`src/rtl/ddr_bist_pkg.sv`:
```
// Shared types and constants for the DDR BIST engine.
package ddr_bist_pkg;

  typedef enum logic [2:0] {
    ST_IDLE,
    ST_WR_REQ,
    ST_WR_WAIT,
    ST_RD_REQ,
    ST_RD_WAIT,
    ST_CHECK,
    ST_DONE
  } bist_state_t;

  localparam logic [1:0] PAT_INC     = 2'd0;
  localparam logic [1:0] PAT_INV     = 2'd1;
  localparam logic [1:0] PAT_WALK1   = 2'd2;
  localparam logic [1:0] PAT_CHECKER = 2'd3;

endpackage

```
`src/rtl/ddr_bist_pattern.sv`:
```
// Data pattern generator: (mode, burst, beat) -> beat data, purely combinational.
module ddr_bist_pattern
  import ddr_bist_pkg::*;
#(
  parameter int unsigned MEM_DATA_BITS = 512,
  parameter int unsigned BURST_LEN     = 64,
  parameter int unsigned BURST_NUM_W   = 19
) (
  input  logic [1:0]               i_mode,
  input  logic [BURST_NUM_W-1:0]   i_burst,
  input  logic [7:0]               i_beat,
  output logic [MEM_DATA_BITS-1:0] o_data
);

  localparam int unsigned VW    = BURST_NUM_W + 8;
  localparam int unsigned LANES = MEM_DATA_BITS / 32;
  localparam int unsigned BYTES = MEM_DATA_BITS / 8;

  logic [VW-1:0] w_v;
  logic [VW-1:0] w_bit;
  logic [31:0]   w_lane;

  assign w_v    = VW'(i_burst) * VW'(BURST_LEN) + VW'(i_beat);
  assign w_bit  = w_v % VW'(MEM_DATA_BITS);
  assign w_lane = ~(32'(w_v));

  always_comb begin
    o_data = '0;
    case (i_mode)
      PAT_INC:   o_data = MEM_DATA_BITS'(w_v);
      PAT_INV:   o_data = {LANES{w_lane}};
      PAT_WALK1: begin
        for (int unsigned i = 0; i < MEM_DATA_BITS; i++) o_data[i] = (w_bit == VW'(i));
      end
      default:   o_data = w_v[0] ? {BYTES{8'hAA}} : {BYTES{8'h55}};
    endcase
  end

endmodule

```
`src/rtl/ddr_bist_engine.sv`:
```
// DDR BIST engine: writes N bursts of a pattern, reads them back, compares and reports.
module ddr_bist_engine
  import ddr_bist_pkg::*;
#(
  parameter int unsigned ADDR_WIDTH    = 28,
  parameter int unsigned MEM_DATA_BITS = 512,
  parameter int unsigned BURST_LEN     = 64,
  parameter int unsigned LINE_SHIFT    = 9,
  parameter int unsigned BURST_NUM_W   = 19
) (
  input  logic                     ddr_clk_i,
  input  logic                     ddr_rst_n_i,
  input  logic                     test_start_i,
  input  logic                     test_stop_i,
  input  logic [1:0]               test_mode_i,
  input  logic [BURST_NUM_W-1:0]   burst_num_i,
  input  logic                     loop_en_i,
  output logic                     wr_ddr_req_o,
  output logic [7:0]               wr_ddr_len_o,
  output logic [ADDR_WIDTH-1:0]    wr_ddr_addr_o,
  input  logic                     ddr_fifo_rd_req_i,
  output logic [MEM_DATA_BITS-1:0] wr_ddr_data_o,
  input  logic                     wr_ddr_finish_i,
  output logic                     rd_ddr_req_o,
  output logic [7:0]               rd_ddr_len_o,
  output logic [ADDR_WIDTH-1:0]    rd_ddr_addr_o,
  input  logic                     rd_ddr_data_valid_i,
  input  logic [MEM_DATA_BITS-1:0] rd_ddr_data_i,
  input  logic                     rd_ddr_finish_i,
  output logic                     test_busy_o,
  output logic                     test_done_o,
  output logic                     test_pass_o,
  output logic [31:0]              err_cnt_o,
  output logic [BURST_NUM_W+7:0]   first_err_o,
  output logic [15:0]              pass_cnt_o
);

  localparam logic [7:0] LEN = 8'(BURST_LEN);

  bist_state_t              r_state;
  logic [BURST_NUM_W-1:0]   r_burst_num, r_burst, r_cmp_burst;
  logic [1:0]               r_mode;
  logic                     r_loop, r_stop;
  logic [7:0]               r_wr_beat, r_rd_beat, r_cmp_beat;
  logic                     r_cmp_vld;
  logic [MEM_DATA_BITS-1:0] r_cmp_data, r_wr_data;
  logic [ADDR_WIDTH-1:0]    r_addr;
  logic                     r_wr_req, r_rd_req, r_busy, r_done, r_pass;
  logic [31:0]              r_err_cnt;
  logic [BURST_NUM_W+7:0]   r_first_err;
  logic [15:0]              r_pass_cnt;

  logic                     w_in_wr, w_in_rd, w_wr_fin, w_rd_fin, w_wr_adv, w_rd_vld;
  logic                     w_last, w_stop, w_start, w_wr_load, w_err_cmp, w_err_short;
  logic [BURST_NUM_W-1:0]   w_burst_inc, w_wr_pat_burst;
  logic [ADDR_WIDTH-1:0]    w_addr_inc;
  logic [7:0]               w_wr_pat_beat, w_rd_beat_inc;
  logic [1:0]               w_wr_pat_mode;
  logic [8:0]               w_rd_cnt;
  logic [32:0]              w_err_sum;
  logic [MEM_DATA_BITS-1:0] w_wr_pat, w_exp;

  assign w_in_wr     = (r_state == ST_WR_REQ) || (r_state == ST_WR_WAIT);
  assign w_in_rd     = (r_state == ST_RD_REQ) || (r_state == ST_RD_WAIT);
  assign w_wr_fin    = w_in_wr && wr_ddr_finish_i;
  assign w_rd_fin    = w_in_rd && rd_ddr_finish_i;
  assign w_wr_adv    = w_in_wr && ddr_fifo_rd_req_i && !wr_ddr_finish_i;
  assign w_rd_vld    = w_in_rd && rd_ddr_data_valid_i;
  assign w_last      = (r_burst == r_burst_num - BURST_NUM_W'(1));
  assign w_burst_inc = r_burst + BURST_NUM_W'(1);
  assign w_addr_inc  = ADDR_WIDTH'(w_burst_inc) << LINE_SHIFT;
  assign w_stop      = r_stop || test_stop_i;
  assign w_start     = (r_state == ST_IDLE) && test_start_i && (burst_num_i != '0);

  // Write data is preloaded so beat k is on the bus before the k-th FIFO pop.
  assign w_wr_pat_mode  = w_start ? test_mode_i : r_mode;
  assign w_wr_pat_burst = w_wr_fin ? w_burst_inc : (w_wr_adv ? r_burst : '0);
  assign w_wr_pat_beat  = w_wr_adv ? r_wr_beat + 8'd1 : 8'd0;
  assign w_wr_load      = w_start || w_wr_adv || (w_wr_fin && !w_last && !w_stop) ||
                          ((r_state == ST_DONE) && r_loop && !w_stop);

  // Compare stage runs one cycle behind capture; beats past BURST_LEN are errors.
  assign w_rd_beat_inc = (r_rd_beat == 8'hFF) ? r_rd_beat : r_rd_beat + 8'd1;
  assign w_rd_cnt      = {1'b0, r_rd_beat} + 9'(rd_ddr_data_valid_i);
  assign w_err_cmp     = r_cmp_vld && ((r_cmp_beat >= LEN) || (r_cmp_data != w_exp));
  assign w_err_short   = w_rd_fin && (w_rd_cnt < 9'(BURST_LEN));
  assign w_err_sum     = {1'b0, r_err_cnt} + 33'(w_err_cmp) + 33'(w_err_short);

  ddr_bist_pattern #(.MEM_DATA_BITS(MEM_DATA_BITS), .BURST_LEN(BURST_LEN), .BURST_NUM_W(BURST_NUM_W))
    u_wr_pat (.i_mode(w_wr_pat_mode), .i_burst(w_wr_pat_burst), .i_beat(w_wr_pat_beat), .o_data(w_wr_pat));

  ddr_bist_pattern #(.MEM_DATA_BITS(MEM_DATA_BITS), .BURST_LEN(BURST_LEN), .BURST_NUM_W(BURST_NUM_W))
    u_rd_pat (.i_mode(r_mode), .i_burst(r_cmp_burst), .i_beat(r_cmp_beat), .o_data(w_exp));

  always_ff @(posedge ddr_clk_i or negedge ddr_rst_n_i) begin
    if (!ddr_rst_n_i) begin
      r_state     <= ST_IDLE;
      r_burst_num <= '0;
      r_burst     <= '0;
      r_cmp_burst <= '0;
      r_mode      <= '0;
      r_loop      <= 1'b0;
      r_stop      <= 1'b0;
      r_wr_beat   <= '0;
      r_rd_beat   <= '0;
      r_cmp_beat  <= '0;
      r_cmp_vld   <= 1'b0;
      r_cmp_data  <= '0;
      r_wr_data   <= '0;
      r_addr      <= '0;
      r_wr_req    <= 1'b0;
      r_rd_req    <= 1'b0;
      r_busy      <= 1'b0;
      r_done      <= 1'b0;
      r_pass      <= 1'b0;
      r_err_cnt   <= '0;
      r_first_err <= '0;
      r_pass_cnt  <= '0;
    end else begin
      r_done    <= 1'b0;
      r_cmp_vld <= w_rd_vld;
      if (w_rd_vld) begin
        r_cmp_data  <= rd_ddr_data_i;
        r_cmp_burst <= r_burst;
        r_cmp_beat  <= r_rd_beat;
        r_rd_beat   <= w_rd_beat_inc;
      end
      if (w_wr_load) r_wr_data <= w_wr_pat;
      if (w_wr_adv) r_wr_beat <= w_wr_pat_beat;
      if ((r_state != ST_IDLE) && test_stop_i) r_stop <= 1'b1;
      if (w_err_cmp || w_err_short) begin
        r_err_cnt <= w_err_sum[32] ? '1 : w_err_sum[31:0];
        if (r_err_cnt == '0)
          r_first_err <= w_err_cmp ? {r_cmp_burst, r_cmp_beat} : {r_burst, w_rd_cnt[7:0]};
      end

      case (r_state)
        ST_IDLE: begin
          if (w_start) begin
            r_state     <= ST_WR_REQ;
            r_burst_num <= burst_num_i;
            r_mode      <= test_mode_i;
            r_loop      <= loop_en_i;
            r_stop      <= 1'b0;
            r_burst     <= '0;
            r_addr      <= '0;
            r_wr_beat   <= '0;
            r_wr_req    <= 1'b1;
            r_busy      <= 1'b1;
            r_pass      <= 1'b0;
            r_err_cnt   <= '0;
            r_first_err <= '0;
            r_pass_cnt  <= '0;
          end
        end
        ST_WR_REQ, ST_WR_WAIT: begin
          if (ddr_fifo_rd_req_i || wr_ddr_finish_i) r_wr_req <= 1'b0;
          if ((r_state == ST_WR_REQ) && ddr_fifo_rd_req_i) r_state <= ST_WR_WAIT;
          if (wr_ddr_finish_i) begin
            r_wr_beat <= '0;
            if (w_stop) begin
              r_state <= ST_DONE;
            end else if (w_last) begin
              r_state   <= ST_RD_REQ;
              r_burst   <= '0;
              r_addr    <= '0;
              r_rd_beat <= '0;
              r_rd_req  <= 1'b1;
            end else begin
              r_state  <= ST_WR_REQ;
              r_burst  <= w_burst_inc;
              r_addr   <= w_addr_inc;
              r_wr_req <= 1'b1;
            end
          end
        end
        ST_RD_REQ, ST_RD_WAIT: begin
          if (rd_ddr_data_valid_i || rd_ddr_finish_i) r_rd_req <= 1'b0;
          if ((r_state == ST_RD_REQ) && rd_ddr_data_valid_i) r_state <= ST_RD_WAIT;
          if (rd_ddr_finish_i) begin
            r_rd_beat <= '0;
            if (w_stop) begin
              r_state <= ST_DONE;
            end else if (w_last) begin
              r_state <= ST_CHECK;
            end else begin
              r_state  <= ST_RD_REQ;
              r_burst  <= w_burst_inc;
              r_addr   <= w_addr_inc;
              r_rd_req <= 1'b1;
            end
          end
        end
        ST_CHECK: r_state <= ST_DONE;
        ST_DONE: begin
          r_done <= 1'b1;
          r_pass <= (r_err_cnt == '0) && !r_stop;
          if (r_pass_cnt != '1) r_pass_cnt <= r_pass_cnt + 16'd1;
          if (r_loop && !w_stop) begin
            r_state   <= ST_WR_REQ;
            r_burst   <= '0;
            r_addr    <= '0;
            r_wr_beat <= '0;
            r_wr_req  <= 1'b1;
          end else begin
            r_state <= ST_IDLE;
            r_busy  <= 1'b0;
          end
        end
        default: r_state <= ST_IDLE;
      endcase
    end
  end

  assign wr_ddr_req_o  = r_wr_req;
  assign wr_ddr_len_o  = LEN;
  assign wr_ddr_addr_o = r_addr;
  assign wr_ddr_data_o = r_wr_data;
  assign rd_ddr_req_o  = r_rd_req;
  assign rd_ddr_len_o  = LEN;
  assign rd_ddr_addr_o = r_addr;
  assign test_busy_o   = r_busy;
  assign test_done_o   = r_done;
  assign test_pass_o   = r_pass;
  assign err_cnt_o     = r_err_cnt;
  assign first_err_o   = r_first_err;
  assign pass_cnt_o    = r_pass_cnt;

endmodule

```
`config.mk`:
```
export PLATFORM = sky130hd
export DESIGN_NAME = ddr_bist_engine
export DESIGN_NICKNAME = d
export VERILOG_FILES = /design/src/rtl/ddr_bist_pkg.sv /design/src/rtl/ddr_bist_pattern.sv /design/src/rtl/ddr_bist_engine.sv
export SDC_FILE = /design/constraint.sdc
export NUM_CORES = 2
export LEC_CHECK = 0
export ABC_CLOCK_PERIOD_IN_PS = 6300
export BUFFER_PORTS_ARGS = -buffer_cell sky130_fd_sc_hd__clkbuf_2
export CORE_AREA = 2 2 466 468
export DETAILED_ROUTE_END_ITERATION = 10
export DIE_AREA = 0 0 468 470
export SYNTH_ARGS = -nofsm -noshare
export SYNTH_HDL_FRONTEND = slang
export SYNTH_SLANG_ARGS = --single-unit
```
`constraint.sdc`:
```
create_clock -name ddr_clk_i -period 6.3 [get_ports ddr_clk_i]
set_input_delay 0.945 -clock ddr_clk_i [delete_from_list [all_inputs] [get_ports ddr_clk_i]]
set_output_delay 0.945 -clock ddr_clk_i [all_outputs]
set_load 0.005 [all_outputs]
```
==> impl_metrics.env <==
export IMPL_crit_top_cell="buf_4"
export IMPL_gp_congestion=1.18
export IMPL_start_util=0.321
export IMPL_htreeDepth=4
export IMPL_ys_types=113
export IMPL_dp_slack_ns=-2.48
export IMPL_wl_per_cell_um=42.1
export IMPL_critPathMaxFanout=6
export IMPL_areaGrowthSynthToFinish_pct=39.0
export IMPL_grt_pass1_vias=80235
export IMPL_ys_ff_latch=1193
export IMPL_slowest_stage="fa_2"
export IMPL_ctsLongestPathBuffers=3
export IMPL_cts_root_buf="clkbuf_16"
export IMPL_finClkSkew_ns=0.0963
export IMPL_setup_viol=59
export IMPL_grt_pass1_wl_mm=760
export IMPL_worst_pin_slew_ns=1.51
export IMPL_ir_worst_vdd_mv=0.508
export IMPL_hp_class="in -> async"
export IMPL_drv_cap=1
export IMPL_drive_gt1_frac=0.304
export IMPL_finalMaxSlewViolations=2
export IMPL_coreArea_um2=216000
export IMPL_cpPeakStageDelay_ns=0.64
export IMPL_drc=0
export IMPL_seq_area_frac_synth=0.431
export IMPL_fin_ws_ns=-1.40
export IMPL_tritoncts="done"
export IMPL_dr_pass1_iters=9
export IMPL_fillers=21787
export IMPL_criticalPathCategory="reg -> reg"
export IMPL_synth_area_um2=69300
export IMPL_failed_checks="capacitance limit, slew limit, setup timing"
export IMPL_path_clk_slew_ns=0.06
export IMPL_post_route_min_period_ns=7.70
export IMPL_hold_violations=0
export IMPL_p_leak_uw=0.0451
export IMPL_clock_fmax_mhz=130
export IMPL_postSynthCellCount=8725
export IMPL_die_height_um=470
export IMPL_num_vias=87613
export IMPL_critical_path_arrival_ns=8.43
export IMPL_clk_latency_ns=0.89
export IMPL_die_area_um2=220000
export IMPL_drt_wl_total_mm=587
export IMPL_die_w_um=468
export IMPL_io_buffers=1171
export IMPL_via_per_inst=6.29
export IMPL_fin_crit_sh=1.22
export IMPL_nNetsFinal=11471
export IMPL_synth_warnings=0
export IMPL_finalPower_uw=58900
export IMPL_seq_area_um2=29900
export IMPL_grt_setup_unrepaired="true"
export IMPL_syn_avg_cell_area_um2=7.94
export IMPL_grt_usage=0.517
export IMPL_dr_first_iter_drc_count=13236
export IMPL_clock_sinks=1193
export IMPL_outcome="finished, violations left"
export IMPL_grt_max_degree=213
export IMPL_multi_input_area_um2=37100
export IMPL_placed_cell_area_um2=89700
export IMPL_power_density_nw_per_um2=611
export IMPL_ant_nets=0
export IMPL_dp_hpwl_mm=476
export IMPL_cp_required_ns=7.03
export IMPL_final_common_cell="nand2_1"
export IMPL_startpoint_type="flip-flop"
export IMPL_hold_ws_ns=0.157
export IMPL_end_kind="flip-flop"
export IMPL_maxSlewHeadroom=-0.0169
export IMPL_core_rowCount=171
export IMPL_numCtsBuffers=134
export IMPL_final_util=0.447
export IMPL_finalInstanceArea_um2=96300
export IMPL_grt_overflow=0
export IMPL_antenna_found_initial=98
export IMPL_ys_dominant_reg_cell="dfrtp_1"
export IMPL_ios=1206
export IMPL_async_flop_share=1.00
export IMPL_synth_edf_count=0
export IMPL_final_cell_mix="2435 x nand2_1, 1486 x buf_4, 1189 x dfrtp_1"
## cells in the mapped netlist (28+ instances only)
cell	n	share of area
o31ai_1	190	0.021
xor2_1	105	0.013
inv_1	62	0.0034
or4_1	44	0.0048
a211oi_1	92	0.010
mux2i_1	65	0.0094
nand2_1	2442	0.13
nor4_1	132	0.012
buf_4	75	0.0081
and3_1	66	0.0060
o311ai_0	35	0.0044
clkbuf_1	558	0.030
o211ai_1	62	0.0067
a2111oi_0	28	0.0035
buf_2	133	0.0096
a31oi_1	324	0.029
xnor2_1	113	0.014
a21o_1	49	0.0053
nand4_1	163	0.015
a21oi_1	586	0.042
nand2b_1	55	0.0050
o22ai_1	41	0.0037
dfrtp_1	1193	0.43
o21ai_0	396	0.029
nor2b_1	34	0.0031
or3_1	45	0.0041
buf_1	47	0.0025
a22oi_1	41	0.0044
nand3_1	211	0.015
nor3_1	143	0.010
nor2_1	584	0.032
## worst max-delay path, delay by kind of cell, from the launching register on
family                     cells  cell delay [ns]
and+or+nand+nor               13             3.24
buffers and inverters         11             1.75
muxes                          1             0.15
AOI/OAI and AO/OA              3             0.65
adders and majority gates      4             1.40
DFF                            1             0.39
## logic make-up (layout without fill, tap and decap cells)
kind of cell / count (synthesis) / in the layout / synth area share
other: 2 / 103 / 0.000108
adders and majority gates: 16 / 16 / 0.00321
and+or+nand+nor: 4133 / 4135 / 0.267
buffers and inverters: 888 / 3143 / 0.0554
AOI/OAI and AO/OA: 2194 / 2194 / 0.204
xor gates and xnor gates: 218 / 219 / 0.0276
muxes: 81 / 81 / 0.0120
DFF: 1193 / 1193 / 0.431
## per-layer routing
| metal | GRT usage | vias up | wire (µm) |
|---|---|---|---|
| met2 | 0.729 | 6749 | 238000 |
| met3 | 0.184 | 1780 | 69500 |
| li1 | - | 35264 | - |
| met5 | 0.00527 | - | 548 |
| met4 | 0.403 | 44 | 57400 |
| met1 | 0.636 | 43776 | 221000 |
## cell type report
class / instances / area share
Tap cell: 2854 / 0.0371
Sequential cell: 1193 / 0.310
Inverter: 67 / 0.00279
Clock inverter: 64 / 0.0113
Timing Repair Buffer: 2838 / 0.213
Multi-Input combinational cell: 6679 / 0.385
Antenna cell: 69 / 0.00179
Clock buffer: 174 / 0.0392
## registers in the layout, indices dropped and copies added (netlist names), 2 cells and up
register	count
r_wr_beat	8
err_cnt_o	32
r_state	3
wr_ddr_data_o	512
r_cmp_beat	8
first_err_o	27
r_cmp_data	512
r_cmp_burst	19
rd_ddr_addr_o	19
r_mode	2
r_rd_beat	8
r_burst_num	19
pass_cnt_o	16
## repair_timing
item | in CTS | in global routing
endpoints found under the setup margin | 59 | 60
cloned | 11 | 0
hold buffers | 0 | 0
hold endpoints to repair | 0 | 0
setup buffers | 34 | 15
gates resized for setup | 141 | 46
pin swaps | 65 | 42
## metrics by stage
| stage | cells | TNS, ns |
|---|---|---|
| floorplan | 8757 | -0.113 |
| global placement | 13572 | -130.00 |
| detailed placement | 13573 | -114.28 |
| CTS | 13856 | -39.92 |
| global route | 13893 | -51.25 |
| finish | 13938 | -53.58 |
## path summary, 6_finish.rpt
check	startpoint	endpoint	slack [ns]	cells after the start
max reg2reg	r_cmp_beat[6]$_DFFE_PN0P_	err_cnt_o[10]$_DFF_PN0_	-1.40	32
max in group asynchronous	ddr_rst_n_i	wr_ddr_data_o[57]$_DFFE_PN0P_	4.39	3
min in group ddr_clk_i	rd_ddr_data_i[63]	r_cmp_data[63]$_DFFE_PN0P_	0.27	3
max	r_cmp_beat[6]$_DFFE_PN0P_	err_cnt_o[10]$_DFF_PN0_	-1.40	32
min	ddr_rst_n_i	wr_ddr_data_o[296]$_DFFE_PN0P_	0.16	1
min reg2reg	wr_ddr_data_o[466]$_DFFE_PN0P_	wr_ddr_data_o[466]$_DFFE_PN0P_	0.48	1
## where the power goes
group / internal, µW / switching, µW / total (µW)
clock network: 4900 / 3760 / 8660
logic: 11600 / 22000 / 33600
registers: 11000 / 5590 / 16600
total: 27500 / 31400 / 58900
(Power assumes the default switching activity.)
